### src/rtl/alu_muldiv.sv
// alu_muldiv: single-cycle ALU with iterative unsigned multiply/divide.
// Ports:
//   clk, reset          - rising-edge clock, synchronous active-high reset
//   valid_in            - request strobe, taken when ready=1
//   aluop, funct        - op class and R-type function field
//   a, b                - operands
//   ready               - request can be accepted (IDLE)
//   valid_out           - one-cycle result strobe
//   result, zero        - result and its zero flag (qualified by valid_out)
//   illegal             - undecoded funct, pulses with valid_out
//   hi, lo              - architectural HI/LO registers
module alu_muldiv #(
  parameter int unsigned WIDTH = 32
) (
  input  logic             clk,
  input  logic             reset,
  input  logic             valid_in,
  input  logic [1:0]       aluop,
  input  logic [5:0]       funct,
  input  logic [WIDTH-1:0] a,
  input  logic [WIDTH-1:0] b,
  output logic             ready,
  output logic             valid_out,
  output logic [WIDTH-1:0] result,
  output logic             zero,
  output logic             illegal,
  output logic [WIDTH-1:0] hi,
  output logic [WIDTH-1:0] lo
);

  localparam int unsigned CNT_W = $clog2(WIDTH + 1);

  typedef enum logic [1:0] {
    S_IDLE = 2'd0,
    S_MUL  = 2'd1,
    S_DIV  = 2'd2
  } state_e;

  state_e             state_q, state_d;
  logic [CNT_W-1:0]   cnt_q, cnt_d;
  logic [WIDTH-1:0]   opnd_q, opnd_d;
  logic [WIDTH-1:0]   work_hi_q, work_hi_d;
  logic [WIDTH-1:0]   work_lo_q, work_lo_d;
  logic [WIDTH-1:0]   result_q, result_d;
  logic               valid_q, valid_d;
  logic               zero_q, zero_d;
  logic               illegal_q, illegal_d;
  logic [WIDTH-1:0]   hi_q, hi_d;
  logic [WIDTH-1:0]   lo_q, lo_d;
  logic               ready_q, ready_d;

  logic [WIDTH:0]     mul_sum;
  logic [WIDTH:0]     div_shift;
  logic [WIDTH:0]     div_diff;
  logic               div_ge;
  logic               last_iter;
  logic [WIDTH-1:0]   alu_res;
  logic               slt_s;

  // Shift-add step: work_lo holds the remaining multiplier bits, work_hi the
  // running partial product; the carry is shifted back into the top.
  assign mul_sum   = {1'b0, work_hi_q} + {1'b0, (work_lo_q[0] ? opnd_q : '0)};

  // Restoring step: work_hi is the remainder, work_lo shifts the dividend out
  // and the quotient in. No borrow (bit WIDTH clear) means the trial fits.
  // With a zero divisor every trial fits, giving all-ones quotient and hi = a.
  assign div_shift = {work_hi_q, work_lo_q[WIDTH-1]};
  assign div_diff  = div_shift - {1'b0, opnd_q};
  assign div_ge    = ~div_diff[WIDTH];

  assign last_iter = (cnt_q == CNT_W'(WIDTH - 1));
  assign slt_s     = ($signed(a) < $signed(b));

  // State and output registers
  always_ff @(posedge clk) begin
    if (reset) begin
      state_q   <= S_IDLE;
      cnt_q     <= '0;
      opnd_q    <= '0;
      work_hi_q <= '0;
      work_lo_q <= '0;
      result_q  <= '0;
      valid_q   <= 1'b0;
      zero_q    <= 1'b0;
      illegal_q <= 1'b0;
      hi_q      <= '0;
      lo_q      <= '0;
      ready_q   <= 1'b1;
    end else begin
      state_q   <= state_d;
      cnt_q     <= cnt_d;
      opnd_q    <= opnd_d;
      work_hi_q <= work_hi_d;
      work_lo_q <= work_lo_d;
      result_q  <= result_d;
      valid_q   <= valid_d;
      zero_q    <= zero_d;
      illegal_q <= illegal_d;
      hi_q      <= hi_d;
      lo_q      <= lo_d;
      ready_q   <= ready_d;
    end
  end

  // Next-state, decode and datapath control
  always_comb begin
    state_d   = state_q;
    cnt_d     = cnt_q;
    opnd_d    = opnd_q;
    work_hi_d = work_hi_q;
    work_lo_d = work_lo_q;
    result_d  = result_q;
    valid_d   = 1'b0;
    zero_d    = 1'b0;
    illegal_d = 1'b0;
    hi_d      = hi_q;
    lo_d      = lo_q;
    alu_res   = '0;

    case (state_q)
      S_IDLE: begin
        if (valid_in) begin
          valid_d = 1'b1;
          case (aluop)
            2'b00: alu_res = a + b;
            2'b01: alu_res = a - b;
            2'b11: alu_res = a | b;
            2'b10: begin
              case (funct)
                6'b100000: alu_res = a + b;
                6'b100010: alu_res = a - b;
                6'b100100: alu_res = a & b;
                6'b100101: alu_res = a | b;
                6'b100110: alu_res = a ^ b;
                6'b100111: alu_res = ~(a | b);
                6'b101010: alu_res = WIDTH'(slt_s);
                6'b101011: alu_res = WIDTH'(a < b);
                6'b010000: alu_res = hi_q;
                6'b010010: alu_res = lo_q;
                6'b011001: begin
                  valid_d   = 1'b0;
                  state_d   = S_MUL;
                  cnt_d     = '0;
                  opnd_d    = a;
                  work_hi_d = '0;
                  work_lo_d = b;
                end
                6'b011011: begin
                  valid_d   = 1'b0;
                  state_d   = S_DIV;
                  cnt_d     = '0;
                  opnd_d    = b;
                  work_hi_d = '0;
                  work_lo_d = a;
                end
                default: illegal_d = 1'b1;
              endcase
            end
          endcase
          if (valid_d) begin
            result_d = alu_res;
            zero_d   = (alu_res == '0);
          end
        end
      end

      S_MUL: begin
        work_hi_d = mul_sum[WIDTH:1];
        work_lo_d = {mul_sum[0], work_lo_q[WIDTH-1:1]};
        cnt_d     = cnt_q + CNT_W'(1);
        if (last_iter) begin
          state_d  = S_IDLE;
          valid_d  = 1'b1;
          hi_d     = work_hi_d;
          lo_d     = work_lo_d;
          result_d = work_lo_d;
          zero_d   = (work_lo_d == '0);
        end
      end

      S_DIV: begin
        work_hi_d = div_ge ? div_diff[WIDTH-1:0] : div_shift[WIDTH-1:0];
        work_lo_d = {work_lo_q[WIDTH-2:0], div_ge};
        cnt_d     = cnt_q + CNT_W'(1);
        if (last_iter) begin
          state_d  = S_IDLE;
          valid_d  = 1'b1;
          hi_d     = work_hi_d;
          lo_d     = work_lo_d;
          result_d = work_lo_d;
          zero_d   = (work_lo_d == '0);
        end
      end

      default: state_d = S_IDLE;
    endcase

    ready_d = (state_d == S_IDLE);
  end

  assign ready     = ready_q;
  assign valid_out = valid_q;
  assign result    = result_q;
  assign zero      = zero_q;
  assign illegal   = illegal_q;
  assign hi        = hi_q;
  assign lo        = lo_q;

endmodule

### config.mk
export PLATFORM = sky130hd
export DESIGN_NAME = alu_muldiv
export DESIGN_NICKNAME = d
export VERILOG_FILES = /design/src/rtl/alu_muldiv.sv
export SDC_FILE = /design/constraint.sdc
export NUM_CORES = 1
export LEC_CHECK = 0
export BUFFER_PORTS_ARGS = -buffer_cell sky130_fd_sc_hd__buf_2
export CAP_MARGIN = 10
export CORE_MARGIN = 4
export CORE_UTILIZATION = 39
export DETAILED_ROUTE_END_ITERATION = 10
export GPL_TIMING_DRIVEN = 0
export HOLD_SLACK_MARGIN = 0.03
export PLACE_DENSITY = 0.63
export SLEW_MARGIN = 20
export SYNTH_ARGS = -nofsm -noshare
export SYNTH_HDL_FRONTEND = slang
export SYNTH_SLANG_ARGS = --single-unit
export TNS_END_PERCENT = 10
### constraint.sdc
create_clock -name clk -period 11.5 [get_ports clk]
set_input_delay 2.875 -clock clk [delete_from_list [all_inputs] [get_ports clk]]
set_output_delay 2.875 -clock clk [all_outputs]
set_load 0.01 [all_outputs]
==> results.toml <==
[cells_and_area]
nets = 3168
share_of_final_layout_standard_cells_stronger_than_drive_strength_1_pct = 10.4
area_delta_synth_final_pct = 12.5
fillerInstances = 5326
seq_area_sq_um = 4080
multi_input_comb_area_sq_um = 14400

[worst_setup_path]
worst-r2r-setup-slack_ns = 5.79
cp.arrival_ns = 8.08
cp.required_ns = 11.94
cp-startpoint = "a[0]"
rr_startpoint = "work_lo_q[31]$_SDFFE_PP0P_"
timing.reg2reg.worst_path_depth = 18
critical_path_peak_fanout = 5
critical_path.endpoint_type = "flop"
critical_path_destination = "zero$_SDFF_PP0_"
critPathKind = "in -> reg"
worstPathCellList = "buf_2 > inv_1 > ha_1 > inv_1 > fa_1 > nor2b_1 > o21ai_1 > a2111oi_2 > or2_1 > o2111ai_2 > a21oi_1 > nor2_1 > o41ai_1 > a21oi_1 > or4_1 > o41ai_2"
slowest_delay_ns = 0.89
critical_path.slowest_cell = "sky130_fd_sc_hd__o41ai_1"
critPathLaunchType = "input port"
r2r-end = "zero$_SDFF_PP0_"

[clock_tree]
cts_tree = "yes"
post_cts_resized = 0
htree_num_levels = 1
clk_latency_ns = 0.53
cts_buffers = 21
bufs_on_longest_clock_path = 3
clock_tree_root_driver_cell = "sky130_fd_sc_hd__clkbuf_16"
sinks_on_clock_net = 204
postCtsSetupBuffers = 0
clk_pin_slew_ns = 0.08
cts-hold-fix-buffers = 0

[timing]
timing.final.crit_period_ns = 7.64
slew_headroom_pct = 21.4
max_freq_mhz = 131
fin_ws_ns = 3.86
pin_slew_with_the_least_headroom_to_its_limit_ns = 1.17
finalSetupViolCount = 0
fin_skew_ns = 0.0175
setup_repair_after_global_routing_missed_its_margin = "no"
hold_viol_final = 0
sum_neg_setup_slack_ns = 0
slew_violations = 0
final.period_utilization_pct = 66.5

[floorplan]
io_pins = 175
width_of_the_chip_um = 234
start_util_pct = 39.5
row_count = 82
core_area_sq_um = 50300
die_boundary_height_um = 234
die-area_sq_um = 54600

[min_path]
worstHoldPathType = "reg -> reg"
holdPathStages = 2

[yosys]
avgSynthCellArea_sq_um = 7.28
synth_area_sq_um = 19900
postSynthCellCount = 2730
synth_seq_area_share_pct = 20.6
synth.yosys.warnings = 0
synth-compound-area-share_pct = 35.3
synthesized_area_fraction_occupied_by_and_or_nand_nor_cells_pct = 18.0
synth_adder_area_share_pct = 10.8
synthXorXnorAreaFrac_pct = 5.12
ys_ff_latch = 204
synth.area.mux_share_pct = 3.29
ys_dominant_reg_cell = "sky130_fd_sc_hd__dfxtp_1"
number_of_synthesized_flops_with_an_enable_pin = 0
synth_cell_types = 104
async_reset_ff_share_pct = 0
largest_family_of_logic_cells_by_synthesized_area = "compound AO/OA/AOI/OAI gates"
synth_fp_nets = 2974

[drt]
totalWireLength_um = 103000
met2WireLength_um = 43500
detail_route.drc_violations = 0
drt-met1-wl_um = 43400
overall_via_count_from_detail_route = 23932
avgViaCountPerCell = 6.62
wire_per_inst_um = 28.5
highest_layer = "met5"
ant_nets = 0
drt_iter0_drc = 3377
drt_first_pass_iters = 7
wl_met3_um = 11700

[pwr]
vdd_drop_max_v = 0.0000891
pwr_density_cell_nw_per_um2 = 93.8
total_leakage_power_nw = 9.06

[global_routing]
via_count_of_the_first_global_routing_pass = 21791
grt_usage_pct = 35.9
grt_start_max_net_pins = 15
grt_first_pass_wirelength_um = 147000
grt.overflow.total = 0
antenna_violations_before_repair = 3

[status]
outcome = "completed"

[job]
maxCapViolCount = 0

[place]
place.detailed.hpwl_um = 83400
gp_congestion = 0.998
io_buffers = 171
worst_setup_slack_post_dpl_ns = 3.57
## placed cells by master, fill, tap and decap left out, types with 43 or more instances in the layout
cell and instances:
sky130_fd_sc_hd__mux2i_1 53, sky130_fd_sc_hd__a21oi_1 316, sky130_fd_sc_hd__xnor2_1 73, sky130_fd_sc_hd__dfxtp_1 204, sky130_fd_sc_hd__nand2_1 218, sky130_fd_sc_hd__xor2_1 43, sky130_fd_sc_hd__nand3_1 47, sky130_fd_sc_hd__clkbuf_1 145
sky130_fd_sc_hd__o211ai_1 58, sky130_fd_sc_hd__buf_2 201, sky130_fd_sc_hd__nor2_1 327, sky130_fd_sc_hd__nor3_1 47, sky130_fd_sc_hd__o21ai_0 145, sky130_fd_sc_hd__inv_1 146, sky130_fd_sc_hd__a221o_1 43, sky130_fd_sc_hd__ha_1 165
sky130_fd_sc_hd__a211oi_1 130
## synthesized netlist by cell type (16+ instances only)
master	number	share of area (%)
sky130_fd_sc_hd__a211oi_1	130	4.9
sky130_fd_sc_hd__a21o_1	31	1.2
sky130_fd_sc_hd__a21oi_1	317	8.0
sky130_fd_sc_hd__a221o_1	43	2.2
sky130_fd_sc_hd__a221oi_1	27	1.2
sky130_fd_sc_hd__a22oi_1	33	1.2
sky130_fd_sc_hd__a31oi_1	34	1.1
sky130_fd_sc_hd__buf_2	30	0.76
sky130_fd_sc_hd__clkbuf_1	144	2.7
sky130_fd_sc_hd__dfxtp_1	204	21
sky130_fd_sc_hd__ha_1	165	10
sky130_fd_sc_hd__inv_1	146	2.8
sky130_fd_sc_hd__mux2i_1	53	2.7
sky130_fd_sc_hd__nand2_1	218	4.1
sky130_fd_sc_hd__nand2b_1	18	0.57
sky130_fd_sc_hd__nand3_1	47	1.2
sky130_fd_sc_hd__nand4_1	16	0.50
sky130_fd_sc_hd__nor2_1	327	6.2
sky130_fd_sc_hd__nor2b_1	29	0.91
sky130_fd_sc_hd__nor3_1	48	1.2
sky130_fd_sc_hd__o211ai_1	58	2.2
sky130_fd_sc_hd__o21a_1	24	0.91
sky130_fd_sc_hd__o21ai_0	145	3.7
sky130_fd_sc_hd__o21bai_1	21	0.79
sky130_fd_sc_hd__o31ai_1	18	0.68
sky130_fd_sc_hd__xnor2_1	73	3.2
sky130_fd_sc_hd__xor2_1	43	1.9
## power breakdown
group          switching [mW]  total [mW]  internal, mW
registers             0.00947       0.727         0.718
clock network           0.325       0.784         0.459
logic                   0.398       0.584         0.186
## worst min-delay path by stage
| stage | to | start |
|---|---|---|
| 3_3_place_gp | result[20]$_SDFFE_PP0P_ | result[20]$_SDFFE_PP0P_ |
| 6_report | result[20]$_SDFFE_PP0P_ | result[20]$_SDFFE_PP0P_ |
| 3_5_place_dp | result[7]$_SDFFE_PP0P_ | result[7]$_SDFFE_PP0P_ |
| 5_1_grt | result[20]$_SDFFE_PP0P_ | result[20]$_SDFFE_PP0P_ |
| 2_1_floorplan | opnd_q[20]$_SDFFE_PP0P_ | opnd_q[20]$_SDFFE_PP0P_ |
| 4_1_cts | result[20]$_SDFFE_PP0P_ | result[20]$_SDFFE_PP0P_ |
## layer usage
metal  vias to the layer above  track usage (%)
met5                         -                0
met3                       239             6.96
met1                     11615             50.8
met4                         2             11.8
li1                      10442                -
met2                      1634             54.4
## metrics by stage
step           utilization, %  power [mW]  cells  hold WS [ns]  cell area (sq um)
2_1_floorplan               -        1.09   2730         0.469              19900
3_3_place_gp             42.9        1.30   3573         0.441              21600
3_5_place_dp             42.9        1.30   3573         0.443              21600
4_1_cts                  44.4        2.06   3611         0.453              22300
5_1_grt                  44.4        2.15   3612         0.474              22300
6_report                 44.4        2.09   3616         0.452              22300
## kinds of logic after synthesis
kind of cell / after synthesis
multiplexers: 64
AO/OA/AOI/OAI: 1040
adder cells (fa/ha/maj): 169
flip-flops: 204
XOR/XNOR: 116
AND/OR/NAND/NOR: 793
buffers and inverters: 344
## layout make-up
type	count	area share, %
diodes	5	0.0560
plain buffers	193	3.61
clock buffers	27	2.68
clock inverters	11	0.728
inverters	151	2.54
multi-input cells	2182	64.5
flip-flops and latches	204	18.3
well taps	672	3.76
repair buffers	171	3.83
## worst max-delay path, delay by kind of cell
kind | cells | cell delay, ns
AO/OA/AOI/OAI | 7 | 2.93
adder cells (fa/ha/maj) | 2 | 0.57
buffers and inverters | 3 | 0.33
AND/OR/NAND/NOR | 4 | 1.36
## sequential cells by signal, summed over array words and instances, names as in the netlist, 2 cells and up
name       flops
opnd_q        32
cnt_q          6
hi            32
state_q        2
result        32
lo            32
work_hi_q     32
work_lo_q     32
No activity file was read; power rests on OpenSTA's default activity.
